[src/rtl/seg_display_ctrl.sv]
// Multiplexed seven-segment display controller with a small register bank.
// Scans NUM_DIGITS digits at SCAN_DIV clocks per digit in hex-decode or raw-segment mode.
module seg_display_ctrl #(
  parameter int NUM_DIGITS = 4,
  parameter int SCAN_DIV   = 50000,
  parameter bit ACTIVE_LOW = 1'b1
) (
  input  logic                  clk,
  input  logic                  rst,
  input  logic [31:0]           addr,
  input  logic [31:0]           data_in,
  output logic [31:0]           data_out,
  input  logic                  wr,
  input  logic                  rd,
  output logic [6:0]            seg_out,
  output logic                  dp_out,
  output logic [NUM_DIGITS-1:0] an_out
);

  localparam int              PW         = $clog2(SCAN_DIV);
  localparam logic [PW-1:0]   PRESC_LAST = PW'(SCAN_DIV - 1);
  localparam logic [1:0]      IDX_LAST   = 2'(NUM_DIGITS - 1);

  function automatic logic [6:0] hex_decode(input logic [3:0] v);
    logic [6:0] s;
    case (v)
      4'h0: s = 7'h3F;
      4'h1: s = 7'h06;
      4'h2: s = 7'h5B;
      4'h3: s = 7'h4F;
      4'h4: s = 7'h66;
      4'h5: s = 7'h6D;
      4'h6: s = 7'h7D;
      4'h7: s = 7'h07;
      4'h8: s = 7'h7F;
      4'h9: s = 7'h6F;
      4'hA: s = 7'h77;
      4'hB: s = 7'h7C;
      4'hC: s = 7'h39;
      4'hD: s = 7'h5E;
      4'hE: s = 7'h79;
      4'hF: s = 7'h71;
      default: s = 7'h00;
    endcase
    return s;
  endfunction

  logic                    en_r;
  logic                    mode_r;
  logic [NUM_DIGITS-1:0]   blank_r;
  logic [NUM_DIGITS-1:0]   dp_mask_r;
  logic [4*NUM_DIGITS-1:0] hex_r;
  logic [8*NUM_DIGITS-1:0] raw_r;
  logic [PW-1:0]           presc_r;
  logic [1:0]              idx_r;

  logic [31:0]             ctrl_word_s;
  logic [31:0]             hex_word_s;
  logic [31:0]             raw_word_s;
  logic [31:0]             status_word_s;
  logic                    wr_ctrl_s;
  logic                    en_next_s;
  logic [3:0]              blank_ext_s;
  logic [3:0]              dp_ext_s;
  logic [3:0]              an_full_s;
  logic [3:0]              nibble_s;
  logic [7:0]              raw_byte_s;
  logic [NUM_DIGITS-1:0]   an_next_s;
  logic [6:0]              seg_next_s;
  logic                    dp_next_s;
  logic                    unused_s;

  // Zero-extended 32-bit views of the registers as seen on the bus.
  always_comb begin
    ctrl_word_s                       = 32'h0;
    ctrl_word_s[0]                    = en_r;
    ctrl_word_s[1]                    = mode_r;
    ctrl_word_s[8 +: NUM_DIGITS]      = blank_r;
    ctrl_word_s[16 +: NUM_DIGITS]     = dp_mask_r;
    hex_word_s                        = 32'h0;
    hex_word_s[4*NUM_DIGITS-1:0]      = hex_r;
    raw_word_s                        = 32'h0;
    raw_word_s[8*NUM_DIGITS-1:0]      = raw_r;
    status_word_s                     = 32'h0;
    status_word_s[1:0]                = idx_r;
    status_word_s[8]                  = en_r;
  end

  // Combinational read port; returns pre-write contents on a simultaneous write.
  always_comb begin
    data_out = 32'h0;
    if (rd) begin
      case (addr[3:2])
        2'd0:    data_out = ctrl_word_s;
        2'd1:    data_out = hex_word_s;
        2'd2:    data_out = raw_word_s;
        2'd3:    data_out = status_word_s;
        default: data_out = 32'h0;
      endcase
    end else begin
      data_out = 32'h0;
    end
  end

  // Register bank writes; STATUS is read-only.
  always_ff @(posedge clk) begin
    if (rst) begin
      en_r      <= 1'b0;
      mode_r    <= 1'b0;
      blank_r   <= '0;
      dp_mask_r <= '0;
      hex_r     <= '0;
      raw_r     <= '0;
    end else if (wr) begin
      case (addr[3:2])
        2'd0: begin
          en_r      <= data_in[0];
          mode_r    <= data_in[1];
          blank_r   <= data_in[8 +: NUM_DIGITS];
          dp_mask_r <= data_in[16 +: NUM_DIGITS];
        end
        2'd1:    hex_r <= data_in[4*NUM_DIGITS-1:0];
        2'd2:    raw_r <= data_in[8*NUM_DIGITS-1:0];
        default: ;
      endcase
    end
  end

  // A CTRL write clearing EN zeroes the counters on that same edge.
  always_comb begin
    wr_ctrl_s = wr && (addr[3:2] == 2'd0);
    if (wr_ctrl_s) begin
      en_next_s = data_in[0];
    end else begin
      en_next_s = en_r;
    end
  end

  // Prescaler and digit index; they only run while EN was already set.
  always_ff @(posedge clk) begin
    if (rst || !en_r || !en_next_s) begin
      presc_r <= '0;
      idx_r   <= 2'd0;
    end else if (presc_r == PRESC_LAST) begin
      presc_r <= '0;
      idx_r   <= (idx_r == IDX_LAST) ? 2'd0 : idx_r + 2'd1;
    end else begin
      presc_r <= presc_r + PW'(1);
    end
  end

  // Logical (pre-inversion) pin values for the current digit.
  always_comb begin
    blank_ext_s = ctrl_word_s[11:8];
    dp_ext_s    = ctrl_word_s[19:16];
    an_full_s   = 4'b0001 << idx_r;
    nibble_s    = hex_word_s[{idx_r, 2'b00} +: 4];
    raw_byte_s  = raw_word_s[{idx_r, 3'b000} +: 8];
    an_next_s   = '0;
    seg_next_s  = 7'h00;
    dp_next_s   = 1'b0;
    if (!en_r || blank_ext_s[idx_r]) begin
      an_next_s  = '0;
      seg_next_s = 7'h00;
      dp_next_s  = 1'b0;
    end else if (mode_r) begin
      an_next_s  = an_full_s[NUM_DIGITS-1:0];
      seg_next_s = raw_byte_s[6:0];
      dp_next_s  = raw_byte_s[7];
    end else begin
      an_next_s  = an_full_s[NUM_DIGITS-1:0];
      seg_next_s = hex_decode(nibble_s);
      dp_next_s  = dp_ext_s[idx_r];
    end
  end

  // Registered pins with optional active-low inversion.
  always_ff @(posedge clk) begin
    if (rst) begin
      seg_out <= {7{ACTIVE_LOW}};
      dp_out  <= ACTIVE_LOW;
      an_out  <= {NUM_DIGITS{ACTIVE_LOW}};
    end else begin
      seg_out <= seg_next_s ^ {7{ACTIVE_LOW}};
      dp_out  <= dp_next_s ^ ACTIVE_LOW;
      an_out  <= an_next_s ^ {NUM_DIGITS{ACTIVE_LOW}};
    end
  end

  assign unused_s = ^{addr[31:4], addr[1:0], an_full_s};

endmodule

[config.mk]
export PLATFORM = sky130hd
export DESIGN_NAME = seg_display_ctrl
export DESIGN_NICKNAME = d
export VERILOG_FILES = /design/src/rtl/seg_display_ctrl.sv
export SDC_FILE = /design/constraint.sdc
export NUM_CORES = 1
export LEC_CHECK = 0
export ABC_AREA = 1
export BUFFER_PORTS_ARGS = -buffer_cell sky130_fd_sc_hd__buf_4
export CAP_MARGIN = 20
export CORE_MARGIN = 4
export CORE_UTILIZATION = 55
export DETAILED_ROUTE_END_ITERATION = 6
export PLACE_DENSITY = 0.81
export SYNTH_ARGS = -nofsm -noshare
export SYNTH_HDL_FRONTEND = slang
export SYNTH_SLANG_ARGS = --single-unit
[constraint.sdc]
create_clock -name clk -period 3.4 [get_ports clk]
set_input_delay 0.51 -clock clk [delete_from_list [all_inputs] [get_ports clk]]
set_output_delay 0.51 -clock clk [all_outputs]
set_load 0.005 [all_outputs]
## Word level (Yosys, flattened, before mapping)

Memories as Yosys holds them, arrays and structs flattened.
Cells that the tools add are included.

- Register bits after elaboration: 88
- Memory bits (read-only): 112
- Word-level logic and storage cells: 50
- Memories kept: 1

Memory list:

| memory | depth | width | rd ports | clocked after Yosys merged registers in | write ports | line | RTL |
|---|---|---|---|---|---|---|---|
| (name not given) | 16 | 7 | 1 | 0 | 0 | 26 | `case (v)` |

- Add/sub/neg operators: 2
- Order comparisons: 1
- Equal/unequal tests: 5
- Shift operators: 3
- Mux-type cells: 13
- Bitwise logic cells: 3
- Reductions and logical operators: 11

Operators by type and width:

| kind | number |
|---|---|
| case mux 32 bit (4 select lines) | 1 |
| two-way mux 32 bit | 1 |
| indexed part select 32 x 5 -> 4 bit | 1 |
| indexed part select 32 x 6 -> 8 bit | 1 |
| adder 16 x 1 -> 16 bit (second input constant) | 1 |
| == test 16 bit (second input constant) | 1 |
| two-way mux 7 bit | 2 |
| NOT 7 bit | 1 |
| == test 2 bit (second input constant) | 3 |
| AND reduction 2 bit | 3 |
| two-way mux 1 bit | 5 |
| binary-select mux 1 bit (select 2 bit) | 2 |
| two-way mux 4 bit | 1 |
| NOT 4 bit | 1 |
| left shift 1 x 2 -> 4 bit (first input constant) | 1 |
| logical OR 1 bit | 3 |
| less-than comparator 2 x 3 -> 1 bit (second input constant) | 1 |
| adder 2 x 1 -> 2 bit (second input constant) | 1 |
| == test 2 x 1 -> 1 bit (second input constant) | 1 |
| zero test 1 bit | 2 |
| zero test 2 bit | 1 |
| two-way mux 2 bit | 1 |
| OR reduction 2 bit | 1 |
| logical AND 1 bit | 1 |
| NOT 1 bit | 1 |

## Longest topological paths before layout

- Depth after elaboration: 6
- Depth in mapped cells: 13

## Worst setup path after synthesis

OpenSTA, ideal clock, no wires.

- Path kind: input to output
- Start point: input addr[3]
- End point: output data_out[16]
- Arrival time: 1.248 ns
- Data required time: 2.890 ns
- Setup slack: 1.642 ns
- Cell stages on the path: 7
- Path buffers: 3
- Cells stage by stage: buf_6 > nand2_4 > inv_2 > buf_4 > buf_6 > nand2_1 > a21oi_1

- Cells in the longest elaborated chain, start to end: 3

RTL lines:

| item | line | RTL |
|---|---|---|
| from (decl) | 10 | `input logic [31:0] addr,` |
| == test 2 bit, or another cell as far along | 93 | `case (addr[3:2])` |
| case mux 32 bit (4 select lines) * | 93 |  |
| two-way mux 32 bit * | 92 | `if (rd) begin` |
| to (decl) | 12 | `output logic [31:0] data_out,` |

Mark *: on every way between the ends. The rest lies on a longest branch, timed or not.

## Worst setup path in the final report

- Start point: input addr[2]
- End point: output data_out[7]

Same word-level chain as after synthesis.

==> run metrics <==
outcome finished clean; synth warn 0; syn nets 730; XOR/XNOR share of the synthesized area 0.00911; Syn Inst Count 651; starting density of the core 0.576; kind of cell adding the most delay to the critical path buffers and inverters; Tcrit/Tclk final 0.683; Pleak 2.12 nW; hold buffer count at CTS 0; Core Util, Final 0.658; Clock Latency Late Sink ~0.36 ns; grt total ovfl 0; FP Rows 33; Pre-Repair DR Iteration Count 5; Clk network pwr share 0.346; Post-CTS Setup Bufs 0; post-route ant nets 0; drc violations 0; Die Y 101 microns; post-route minimum period 2.32 ns; layout cell share with drive strength beyond 1 0.227; Final setup viols 0; CTS tree done; initial antenna violation count 0; NetSw roughly 530 uW; core area 8340 sq um; most common cell after layout, fill and taps aside nand2_1; max-slew violation count 0; wire length per cell ~15 microns; area share of fa/ha/maj cells after synthesis 0.0286; crit path DAT 1.81 ns; Sw Share 0.261; worst slew pin tran slightly below 0.8 ns; final instance area between 5000 and 6000 sq um; Slew headroom 0.475; worst min path class in -> reg; Seq/Total Area, Yosys 0.367; Worst setup SP type input pin; HP Start data_in[18]; CTS root buffer clkbuf_8; port bufs around 80; synthesis-stage register bit count 88; largest net degree at the start of global routing 61; CTS sink count 88; global-route usage over all layers 0.246; I/O pin count between 100 and 150; Final TNS setup 0 ns; CP endpoint kind primary output; maximum VDD drop about 0.22 mV; DR vias/cell 5.59; Antenna Diode Count 0; Synth Area in Compound Gates 0.204; H-tree Lvls 3; unrepaired setup endpoints after global routing no; Detailed Place HPWL about 9 mm; Hold Vio Cnt, Final 0; Critical R2R Capture seg_out[3]$_SDFF_PP1_; Inserted Clock Buffers 9; first-pass GRT wire length 20.2 mm; PwrDens approximately 370 nW/um^2; Clock transition at path regs ~0.090 ns; Initial DRC Count 344; area grow syn2layout 14.2%; max incr delay on CP ~0.37 ns; critical path's slowest cell inv_2; Resized Gates After CTS 0; chip width 101 microns; RePlAce Congestion ~0.91; register share of total power 0.536; final wirelength between 10 and 15 mm; Internal Power 1.49 mW; FMAX 430 MHz; synth unique cells 37; worst-path maximum fanout 20; Reg2Reg Depth 10; worst r2r src idx_r[1]$_SDFFE_PP0N_; Nets approximately 800; Final Power about 2.0 mW; Max Cap Viol 0; vias in the first global route 4,316; synthesized area per cell between 7 and 8 sq um; placed instance area roughly 5300 sq um; Req. time, crit path 2.89 ns; DR vias 4,582; largest family of logic cells by synthesized area simple AND/OR/NAND/NOR gates; proportion of synthesized area in mux cells 0; worst-path cell chain buf_4 -> inv_2 -> nand2_4 -> inv_2 -> nand2_1 -> a21oi_1 -> buf_4; combinational group share of total power 0.118; clk_skew approximately 0.011 ns; reg-to-reg slack, setup between 1 and 1.5 ns; Hold Path Stages 3; Simple-Gate Fraction of Synth Area 0.278; die footprint just over 10,000 sq um; critical path class in -> out; Hold EP dp_ext_s[2]$_SDFFE_PP0N_; Max Root-Sink Buffers 2; Post-Syn Area 4810 sq um; Crit path buffers/inverters 4; commonest cells after routing, fill and taps aside nand2_1 (134), dfxtp_1 (88), buf_4 (85), nor2_1 (70), inv_1 (66)
==> stage by stage <==
| stage | hold WS (ns) | setup slack, ns | instances |
|---|---|---|---|
| 3_5_place_dp | 0.459 | 1.01 | 804 |
| 5_1_grt | 0.417 | 0.965 | 820 |
| 4_1_cts | 0.406 | 1.11 | 820 |
| 2_1_floorplan | 0.438 | 1.64 | 651 |
| 6_report | 0.407 | 1.08 | 820 |
| 3_3_place_gp | 0.451 | 1.06 | 804 |
==> layout make-up <==
class                      instances  area [sq um]
inverter                          74           278
tap                              105           131
multi-input combinational        452          2500
clock buffer                      12           135
fill                             754          2850
clock inverter                     4          45.0
timing repair buffer              85           638
sequential                        88          1760
==> sequential cells by signal, summed over array words and instances (netlist names) <==
signal and count:
raw_r 32, hex_r 16, presc_r 16, seg_out 7, an_out 4, blank_ext_s 4, dp_ext_s 4, idx_r 2
dp_out 1, en_r 1, mode_r 1
==> kinds of logic (layout without fill, tap and decap cells) <==
group,count (synthesis),after routing
AND/OR/NAND/NOR,297,297
AO/OA/AOI/OAI,139,139
buffers and inverters,111,175
flip-flops,88,88
adder cells (fa/ha/maj),11,11
XOR/XNOR,5,5
==> worst max path at each step <==
stage | from | to | slack, ns | cells after the start
2_1_floorplan | addr[3] | data_out[16] | 1.64 | 7
3_3_place_gp | addr[2] | raw_r[22]$_SDFFE_PP0P_ | 1.06 | 7
3_5_place_dp | addr[2] | raw_r[18]$_SDFFE_PP0P_ | 1.01 | 7
4_1_cts | addr[2] | data_out[7] | 1.11 | 7
5_1_grt | idx_r[1]$_SDFFE_PP0N_ | data_out[1] | 0.97 | 6
6_report | addr[2] | data_out[7] | 1.08 | 7
==> worst min-delay path, delay by kind of cell <==
| family | cells | cell delay, ns |
|---|---|---|
| simple gates | 1 | 0.06 |
| buf+inv | 1 | 0.11 |
| compound gates | 1 | 0.05 |
==> per-layer routing <==
metal  wire length [microns]  share of wire  GRT usage  vias up
met1                    5270           0.43      0.316     2125
met3                     816          0.066     0.0455       20
li1                        -              -          -     2250
met5                       0              0          0        -
met4                     254          0.021     0.0890        0
met2                    6030           0.49      0.411      187
==> synthesized netlist by cell type <==
cell / number / share of area
nand2_1: 134 / 0.10
dfxtp_1: 88 / 0.37
nor2_1: 70 / 0.055
inv_1: 66 / 0.052
a21oi_1: 64 / 0.067
nand3_1: 43 / 0.045
a211oi_2: 29 / 0.076
nor3_1: 20 / 0.021
o21ai_0: 18 / 0.019
a211oi_1: 11 / 0.017
buf_2: 11 / 0.011
ha_1: 11 / 0.029
buf_6: 9 / 0.021
nor2_2: 9 / 0.012
clkbuf_1: 8 / 0.0062
o211ai_1: 8 / 0.012
inv_2: 7 / 0.0055
buf_4: 5 / 0.0078
nand2_4: 5 / 0.012
nand3_2: 5 / 0.010
nand4_1: 4 / 0.0052
a21oi_2: 3 / 0.0055
o22ai_1: 3 / 0.0039
xor2_1: 3 / 0.0055
buf_1: 2 / 0.0016
nand2_2: 2 / 0.0026
or2_1: 2 / 0.0026
xnor2_1: 2 / 0.0036
a31oi_1: 1 / 0.0013
buf_12: 1 / 0.0042
buf_8: 1 / 0.0031
clkinv_1: 1 / 0.00078
nand4_2: 1 / 0.0026
nor2_4: 1 / 0.0023
nor2_8: 1 / 0.0042
o21ai_1: 1 / 0.0010
o21ai_2: 1 / 0.0018
==> power by group through the flow <==
stage | clock (mW) | combinational (mW) | sequential [mW]
floorplan | 0 | 0.160 | 1.10
global placement | 0 | 0.231 | 1.11
detailed placement | 0 | 0.236 | 1.11
CTS | 0.707 | 0.237 | 1.08
global route | 0.754 | 0.262 | 1.09
finish | 0.700 | 0.239 | 1.08
No activity file was read; power rests on OpenSTA's default activity.
